### config.mk
export PLATFORM = sky130hd
export DESIGN_NAME = slip_frame_filter
export DESIGN_NICKNAME = d
export VERILOG_FILES = /design/src/rtl/slip_frame_filter_pkg.sv /design/src/rtl/slip_frame_filter_sdp_ram.sv /design/src/rtl/slip_frame_filter.sv
export SDC_FILE = /design/constraint.sdc
export NUM_CORES = 2
export LEC_CHECK = 0
export CORE_MARGIN = 2
export CORE_UTILIZATION = 40
export DETAILED_ROUTE_END_ITERATION = 16
export MAX_ROUTING_LAYER = met4
export PLACE_DENSITY = 0.62
export SETUP_SLACK_MARGIN = 0.3
export SLEW_MARGIN = 15
export SYNTH_ARGS = -nofsm -noshare
export SYNTH_HDL_FRONTEND = slang
export SYNTH_HIERARCHICAL = 1
export SYNTH_SLANG_ARGS = --single-unit
export TNS_END_PERCENT = 100
### constraint.sdc
create_clock -name clk -period 12.27 [get_ports clk]
set_input_delay 3.681 -clock clk [delete_from_list [all_inputs] [get_ports clk]]
set_output_delay 3.681 -clock clk [all_outputs]
set_load 0.01 [all_outputs]
### src/rtl/slip_frame_filter_pkg.sv
// Shared SLIP framing constants, drop reason codes and receive-state encoding
// for the SLIP frame filter.
package slip_frame_filter_pkg;

   localparam logic [7:0] SYMBOL_END     = 8'hC0;
   localparam logic [7:0] SYMBOL_ESC     = 8'hDB;
   localparam logic [7:0] SYMBOL_ESC_END = 8'hDC;
   localparam logic [7:0] SYMBOL_ESC_ESC = 8'hDD;

   localparam logic [1:0] DROP_CRC  = 2'd0;
   localparam logic [1:0] DROP_OVF  = 2'd1;
   localparam logic [1:0] DROP_RUNT = 2'd2;

   typedef enum logic [1:0] {
      ST_SYNC,
      ST_RECV,
      ST_OVF
   } rx_state_t;

endpackage

### src/rtl/slip_frame_filter_sdp_ram.sv
// Simple dual-port frame buffer: one write port, one registered read port.
// The read register holds its value while re is low.
module sdp_ram #(
   parameter int WIDTH = 9,
   parameter int AW    = 8
) (
   input  logic             clk,
   input  logic             we,
   input  logic [AW-1:0]    waddr,
   input  logic [WIDTH-1:0] wdata,
   input  logic             re,
   input  logic [AW-1:0]    raddr,
   output logic [WIDTH-1:0] rdata
);

   logic [WIDTH-1:0] mem [2**AW];

   always_ff @(posedge clk) begin
      if (we) mem[waddr] <= wdata;
      if (re) rdata <= mem[raddr];
   end

endmodule

### src/rtl/slip_frame_filter.sv
// Store-and-forward SLIP frame validator: buffers each frame, checks its
// trailing CRC and forwards only good payloads (CRC stripped) downstream.
module slip_frame_filter
   import slip_frame_filter_pkg::*;
#(
   parameter int                      SYMBOL_WIDTH = 8,
   parameter logic [SYMBOL_WIDTH-1:0] CRC_POLY     = 'h07,
   parameter int                      ADDR_W       = 8
) (
   input  logic                    clk,
   input  logic                    rst_n,
   input  logic [SYMBOL_WIDTH-1:0] i_data,
   input  logic                    i_mark,
   input  logic                    i_valid,
   output logic                    o_ready,
   output logic [SYMBOL_WIDTH-1:0] o_data,
   output logic                    o_last,
   output logic                    o_valid,
   input  logic                    i_ready,
   output logic                    o_evt_ok,
   output logic                    o_evt_drop,
   output logic [1:0]              o_drop_reason
);

   localparam int              SW      = SYMBOL_WIDTH;
   localparam logic [ADDR_W-1:0] PTR_ONE = 1;

   function automatic logic [SW-1:0] crc_step(input logic [SW-1:0] c, input logic [SW-1:0] d);
      logic [SW-1:0] r;
      r = c ^ d;
      for (int i = 0; i < SW; i++)
         r = r[SW-1] ? ((r << 1) ^ CRC_POLY) : (r << 1);
      return r;
   endfunction

   rx_state_t         state, state_nx;
   logic [SW-1:0]     h0, h1, crc;
   logic [1:0]        n;
   logic [ADDR_W-1:0] wr_ptr, commit_ptr, rd_ptr;

   logic              sym_xfer, mark_xfer, full;
   logic              shift, frame_rst, wr_adv, commit, rewind;
   logic              we;
   logic [SW:0]       wdata;
   logic              evt_ok_nx, evt_drop_nx;
   logic [1:0]        reason_nx;

   logic              rd_issue, ram_vld, load_out, out_free;
   logic [SW:0]       rdata;

   assign sym_xfer  = i_valid && o_ready && !i_mark;
   assign mark_xfer = i_valid && o_ready && i_mark;
   assign full      = (wr_ptr + PTR_ONE) == rd_ptr;

   always_ff @(posedge clk or negedge rst_n) begin
      if (!rst_n) begin
         state   <= ST_SYNC;
         o_ready <= 1'b0;
      end else begin
         state   <= state_nx;
         o_ready <= 1'b1;
      end
   end

   always_comb begin
      state_nx    = state;
      shift       = 1'b0;
      frame_rst   = 1'b0;
      wr_adv      = 1'b0;
      commit      = 1'b0;
      rewind      = 1'b0;
      we          = 1'b0;
      wdata       = {1'b0, h1};
      evt_ok_nx   = 1'b0;
      evt_drop_nx = 1'b0;
      reason_nx   = o_drop_reason;
      case (state)
         ST_SYNC: begin
            if (mark_xfer) begin
               state_nx  = ST_RECV;
               frame_rst = 1'b1;
            end
         end
         ST_RECV: begin
            if (sym_xfer) begin
               if (n == 2'd2 && full) begin
                  state_nx = ST_OVF;
               end else begin
                  shift = 1'b1;
                  if (n == 2'd2) begin
                     we     = 1'b1;
                     wr_adv = 1'b1;
                  end
               end
            end else if (mark_xfer) begin
               frame_rst = 1'b1;
               // h0 holds the CRC symbol, h1 the final payload symbol
               if (n == 2'd1) begin
                  rewind      = 1'b1;
                  evt_drop_nx = 1'b1;
                  reason_nx   = DROP_RUNT;
               end else if (n == 2'd2) begin
                  if (crc != '0) begin
                     rewind      = 1'b1;
                     evt_drop_nx = 1'b1;
                     reason_nx   = DROP_CRC;
                  end else if (full) begin
                     rewind      = 1'b1;
                     evt_drop_nx = 1'b1;
                     reason_nx   = DROP_OVF;
                  end else begin
                     we        = 1'b1;
                     wdata     = {1'b1, h1};
                     commit    = 1'b1;
                     evt_ok_nx = 1'b1;
                  end
               end
            end
         end
         ST_OVF: begin
            if (mark_xfer) begin
               state_nx    = ST_RECV;
               frame_rst   = 1'b1;
               rewind      = 1'b1;
               evt_drop_nx = 1'b1;
               reason_nx   = DROP_OVF;
            end
         end
         default: state_nx = ST_SYNC;
      endcase
   end

   always_ff @(posedge clk or negedge rst_n) begin
      if (!rst_n) begin
         h0  <= '0;
         h1  <= '0;
         crc <= '0;
         n   <= 2'd0;
      end else if (frame_rst) begin
         crc <= '0;
         n   <= 2'd0;
      end else if (shift) begin
         h0  <= i_data;
         h1  <= h0;
         crc <= crc_step(crc, i_data);
         n   <= (n == 2'd2) ? 2'd2 : n + 2'd1;
      end
   end

   always_ff @(posedge clk or negedge rst_n) begin
      if (!rst_n) begin
         wr_ptr        <= '0;
         commit_ptr    <= '0;
         o_evt_ok      <= 1'b0;
         o_evt_drop    <= 1'b0;
         o_drop_reason <= 2'd0;
      end else begin
         if (rewind)
            wr_ptr <= commit_ptr;
         else if (wr_adv || commit)
            wr_ptr <= wr_ptr + PTR_ONE;
         if (commit)
            commit_ptr <= wr_ptr + PTR_ONE;
         o_evt_ok      <= evt_ok_nx;
         o_evt_drop    <= evt_drop_nx;
         o_drop_reason <= reason_nx;
      end
   end

   sdp_ram #(.WIDTH(SW + 1), .AW(ADDR_W)) u_ram (
      .clk   (clk),
      .we    (we),
      .waddr (wr_ptr),
      .wdata (wdata),
      .re    (rd_issue),
      .raddr (rd_ptr),
      .rdata (rdata)
   );

   // Two-stage read: RAM output register then output register; a new read is
   // issued only when the RAM register is empty or draining this cycle.
   assign out_free = !o_valid || i_ready;
   assign load_out = ram_vld && out_free;
   assign rd_issue = (rd_ptr != commit_ptr) && (!ram_vld || load_out);

   always_ff @(posedge clk or negedge rst_n) begin
      if (!rst_n) begin
         rd_ptr  <= '0;
         ram_vld <= 1'b0;
         o_valid <= 1'b0;
         o_data  <= '0;
         o_last  <= 1'b0;
      end else begin
         if (rd_issue) rd_ptr <= rd_ptr + PTR_ONE;
         ram_vld <= rd_issue || (ram_vld && !load_out);
         if (load_out) begin
            o_valid <= 1'b1;
            o_data  <= rdata[SW-1:0];
            o_last  <= rdata[SW];
         end else if (i_ready) begin
            o_valid <= 1'b0;
         end
      end
   end

endmodule

==> impl_metrics.toml <==
[finish]
postLayoutCoreUtil_pct = 45.21
drive_gt1_share_pct = 21.13
final_nets = 4670
area_growth_pct = 12.10
nFillCells = 18890
fin_area_sq_mm = 0.1042
final_cells = 7868

[logic_synthesis]
synth-compound-area-share_pct = 4.011
synthMuxAreaShare_pct = 14.07
synth-edff-count = 2313
yosys.area_share.simple_pct = 2.944
ys_ff_latch = 2381
ys_types = 80
async_flop_share_pct = 2.856
syn_area_per_cell_sq_um = 20.40
netlist_area_sq_mm = 0.09298
synthCells = 4559
ys_seq_area_share_pct = 76.53
syn_nets = 4581
synth_flop_cell = "edfxtp_1"
synth_top_family_by_area = "multiplexers"
synth_xor_area_share_pct = 0.4952
ys_warn_count = 6
synthAdderAreaFrac_pct = 0.1211

[timing]
fmax_mhz = 137.7
timing.final.crit_share_pct = 59.20
rsz0062_at_grt = "no"
slew_headroom_pct = 14.36
worst_pin_slew_ps = 1281
period_needed_ps = 7264
hold_viol = 0
totalNegativeSetupSlack_ps = 0
setup_viol = 0
finClkSkew_ps = 36.07
maxSlewViolCount = 0

[clock_network]
clock-sinks = 2381
numCtsBuffers = 220
clkTransAtPathRegs_ps = 70
post_cts_buffers = 0
cts_tree = "done"
cts.path.max_buffers = 3
worstSkewPairLatency_ps = 870
cts_hold_buffers = 0
cts_resized = 0
cts-root-buf = "clkbuf_16"
htree_levels = 4

[run]
max_cap_violations = 0

[routing]
drc = 0
viasPerCell = 6.048
antenna_left = 0
first_pass_iters = 5
drtIter0Drc = 6377
wire_per_inst_microns = 32.00
totalWireLength_microns = 251800
vias = 47580

[grt]
antenna_found_initial = 6
grtUsageTotal_pct = 21.72
grt_max_degree = 155
grt_pass1_wl_microns = 356200
grt_pass1_vias = 46480
grt_remaining_overflow = 0

[pwr]
p_int_mw = 16.52
clockPowerShare_pct = 29.5
power_density_mw_per_mm2 = 235.8
switching_share_pct = 32.77
p_switching_mw = 8.053
p_seq_share_pct = 42.7
p_leak_nw = 32.33
p_comb_share_pct = 27.8
vdd_drop_max_uv = 192.1

[floorplan]
die-area_sq_mm = 0.2363
ioPinCount = 28
initial_core_util_pct = 40.33
fp.dieW_microns = 486.1
core.rowCount = 176
core_area_sq_mm = 0.2306
die_h_microns = 486.1

[place]
dp_hpwl_microns = 152200
placed_cells = 7450
io_buffers = 27
gp_congestion = 0.9070
post_dp_cell_area_sq_mm = 0.09645

[worst_setup_path]
arrival_ps = 7750
crit_path_frequent_cell = "nand4_1"
critPathCaptureType = "flip-flop"
worstPathCellList = "clkdlybuf4s50_1, nand4_1, a21oi_1, nand2b_1, inv_1, nand4_1, buf_4, nor2_1"
slowest_delay_ps = 800
slowest_stage = "nand4_1"
cp-start-kind = "input port"
crit_path_max_fanout = 19
path_class = "in2reg"
worst_ep_required_time_ps = 12760

[hold_path]
hp-class = "reg2reg"

[status]
status = "complete, no violations"
-- routing by layer --
layer	global-route usage [%]	vias to the layer above	part of all wire, %
met5	-	-	0
met4	7.513	0	3.6
met3	5.039	433	11
met2	32.21	2890	46
met1	29.59	25150	39
li1	-	19110	-
-- worst max-delay path, delay by kind of cell --
family	cells	cell delay, ps
AND/OR/NAND/NOR	4	1870
AO/OA/AOI/OAI	1	450
buffers and inverters	3	1700
-- power groups by stage --
stage / clock (mW) / sequential [mW] / combinational [mW]
finish: 7.26 / 10.5 / 6.84
global placement: 0 / 10.7 / 6.72
detailed placement: 0 / 10.7 / 6.76
floorplan: 0 / 10.9 / 4.08
CTS: 7.35 / 10.5 / 6.77
global route: 7.67 / 10.5 / 7.12
-- registers in the layout, summed over array words and instances, names as in the netlist --
name           flops
o_evt_ok           1
wr_ptr             8
o_ready            1
o_last             1
o_valid            1
o_evt_drop         1
n                  2
state              2
rd_ptr             8
h1                 8
commit_ptr         8
ram_vld            1
crc                8
o_drop_reason      2
h0                 8
o_data             8
u_ram/mem       2304
u_ram/rdata        9
-- logic make-up (layout without fill, tap and decap cells) --
| group | Yosys count | in the layout |
|---|---|---|
| multiplexers | 703 | 703 |
| adder cells (fa/ha/maj) | 9 | 9 |
| buffers and inverters | 287 | 569 |
| XOR/XNOR | 51 | 51 |
| flip-flops | 2381 | 2381 |
| other | 1 | 2 |
| AO/OA/AOI/OAI | 538 | 538 |
| AND/OR/NAND/NOR | 589 | 589 |
-- cells in the final DEF (no fill, tap or decap), types with 12 or more instances in the layout --
cell             synthesis  routed
edfxtp_1              2313    2313
clkinv_1                 1      31
a22o_1                  14      14
o221ai_1                35      35
a22oi_1                175     175
nor3_1                  26      26
o22ai_1                 65      65
inv_6                    0      12
clkinv_2                 0      32
o21ai_0                 35      35
xnor2_1                 29      29
mux4_2                 467     467
nor2b_1                 28      24
dfrtp_1                 68      54
bufinv_16                0      39
nor4_1                  31      31
clkinvlp_4               0      20
nand2b_1                15      15
clkbuf_16                0     221
a21oi_1                114     114
xor2_1                  21      21
mux2i_1                179     179
inv_1                   12      12
nand4_1                 15      15
clkbuf_1               124      35
nand2_1                 51      51
mux2_2                  48      48
clkdlybuf4s50_1          0      26
nand3_1                 40      40
nor2_1                 329     327
a211oi_1                26      26
buf_4                   30     105
-- cell type report --
type,count,area (sq um),share of cell area (%)
multi-input combinational,1891,20200,19.38
clock inverter,158,2081,1.996
inverter,13,48.80,0.04682
antenna,1,2.502,0.002401
clock buffer,257,5675,5.445
tap,3026,3786,3.632
timing repair buffer,141,1236,1.186
sequential,2381,71200,68.31
-- stage by stage --
stage / hold WS (ps) / setup WS [ps] / total power [mW]
4_1_cts: 478.5 / 5210 / 24.62
6_report: 479.8 / 5006 / 24.57
2_1_floorplan: 451.5 / 5654 / 14.95
3_3_place_gp: 460.8 / 4281 / 17.39
3_5_place_dp: 464.3 / 4269 / 17.43
5_1_grt: 493.4 / 4957 / 25.30
-- Yosys cell counts (4+ instances only) --
| cell type | instances | area [sq um] |
|---|---|---|
| a211o_1 | 8 | 70.07 |
| a211oi_1 | 26 | 195.2 |
| a21oi_1 | 114 | 570.6 |
| a221oi_1 | 11 | 96.34 |
| a22o_1 | 14 | 122.6 |
| a22oi_1 | 175 | 1314 |
| a31oi_1 | 11 | 68.82 |
| a32oi_1 | 4 | 35.03 |
| and3_1 | 10 | 62.56 |
| and3b_1 | 4 | 35.03 |
| buf_1 | 14 | 52.55 |
| buf_12 | 5 | 100.1 |
| buf_2 | 60 | 300.3 |
| buf_4 | 30 | 225.2 |
| buf_6 | 28 | 315.3 |
| buf_8 | 12 | 180.2 |
| clkbuf_1 | 124 | 465.5 |
| dfrtp_1 | 68 | 1702 |
| edfxtp_1 | 2313 | 69460 |
| ha_1 | 9 | 112.6 |
| inv_1 | 12 | 45.04 |
| mux2_2 | 48 | 540.5 |
| mux2i_1 | 179 | 1792 |
| mux4_1 | 9 | 236.5 |
| mux4_2 | 467 | 10520 |
| nand2_1 | 51 | 191.4 |
| nand2b_1 | 15 | 93.84 |
| nand3_1 | 40 | 200.2 |
| nand3b_1 | 7 | 52.55 |
| nand4_1 | 15 | 93.84 |
| nor2_1 | 329 | 1235 |
| nor2b_1 | 28 | 175.2 |
| nor3_1 | 26 | 130.1 |
| nor3b_1 | 7 | 52.55 |
| nor4_1 | 31 | 193.9 |
| o21ai_0 | 35 | 175.2 |
| o21ai_1 | 5 | 25.02 |
| o221ai_1 | 35 | 306.5 |
| o22ai_1 | 65 | 406.6 |
| o31a_1 | 9 | 78.83 |
| or2_2 | 4 | 25.02 |
| xnor2_1 | 29 | 254.0 |
| xor2_1 | 21 | 183.9 |
-- worst paths after layout --
| path | startpoint | end | slack, ps | cells past startpoint |
|---|---|---|---|---|
| worst max-delay path | i_valid | u_ram/mem[119][0] | 5010 | 8 |
| worst min-delay path | u_ram/rdata[8] | o_last | 480 | 1 |
| worst max register to register | rd_ptr[0] | u_ram/rdata[7] | 6470 | 9 |
| worst min register to register | u_ram/rdata[8] | o_last | 480 | 1 |
| max in group asynchronous | rst_n | h1[3] | 8520 | 1 |
| min in group asynchronous | rst_n | crc[5] | 2950 | 1 |
Note: power is estimated with default switching activity, not from simulation.
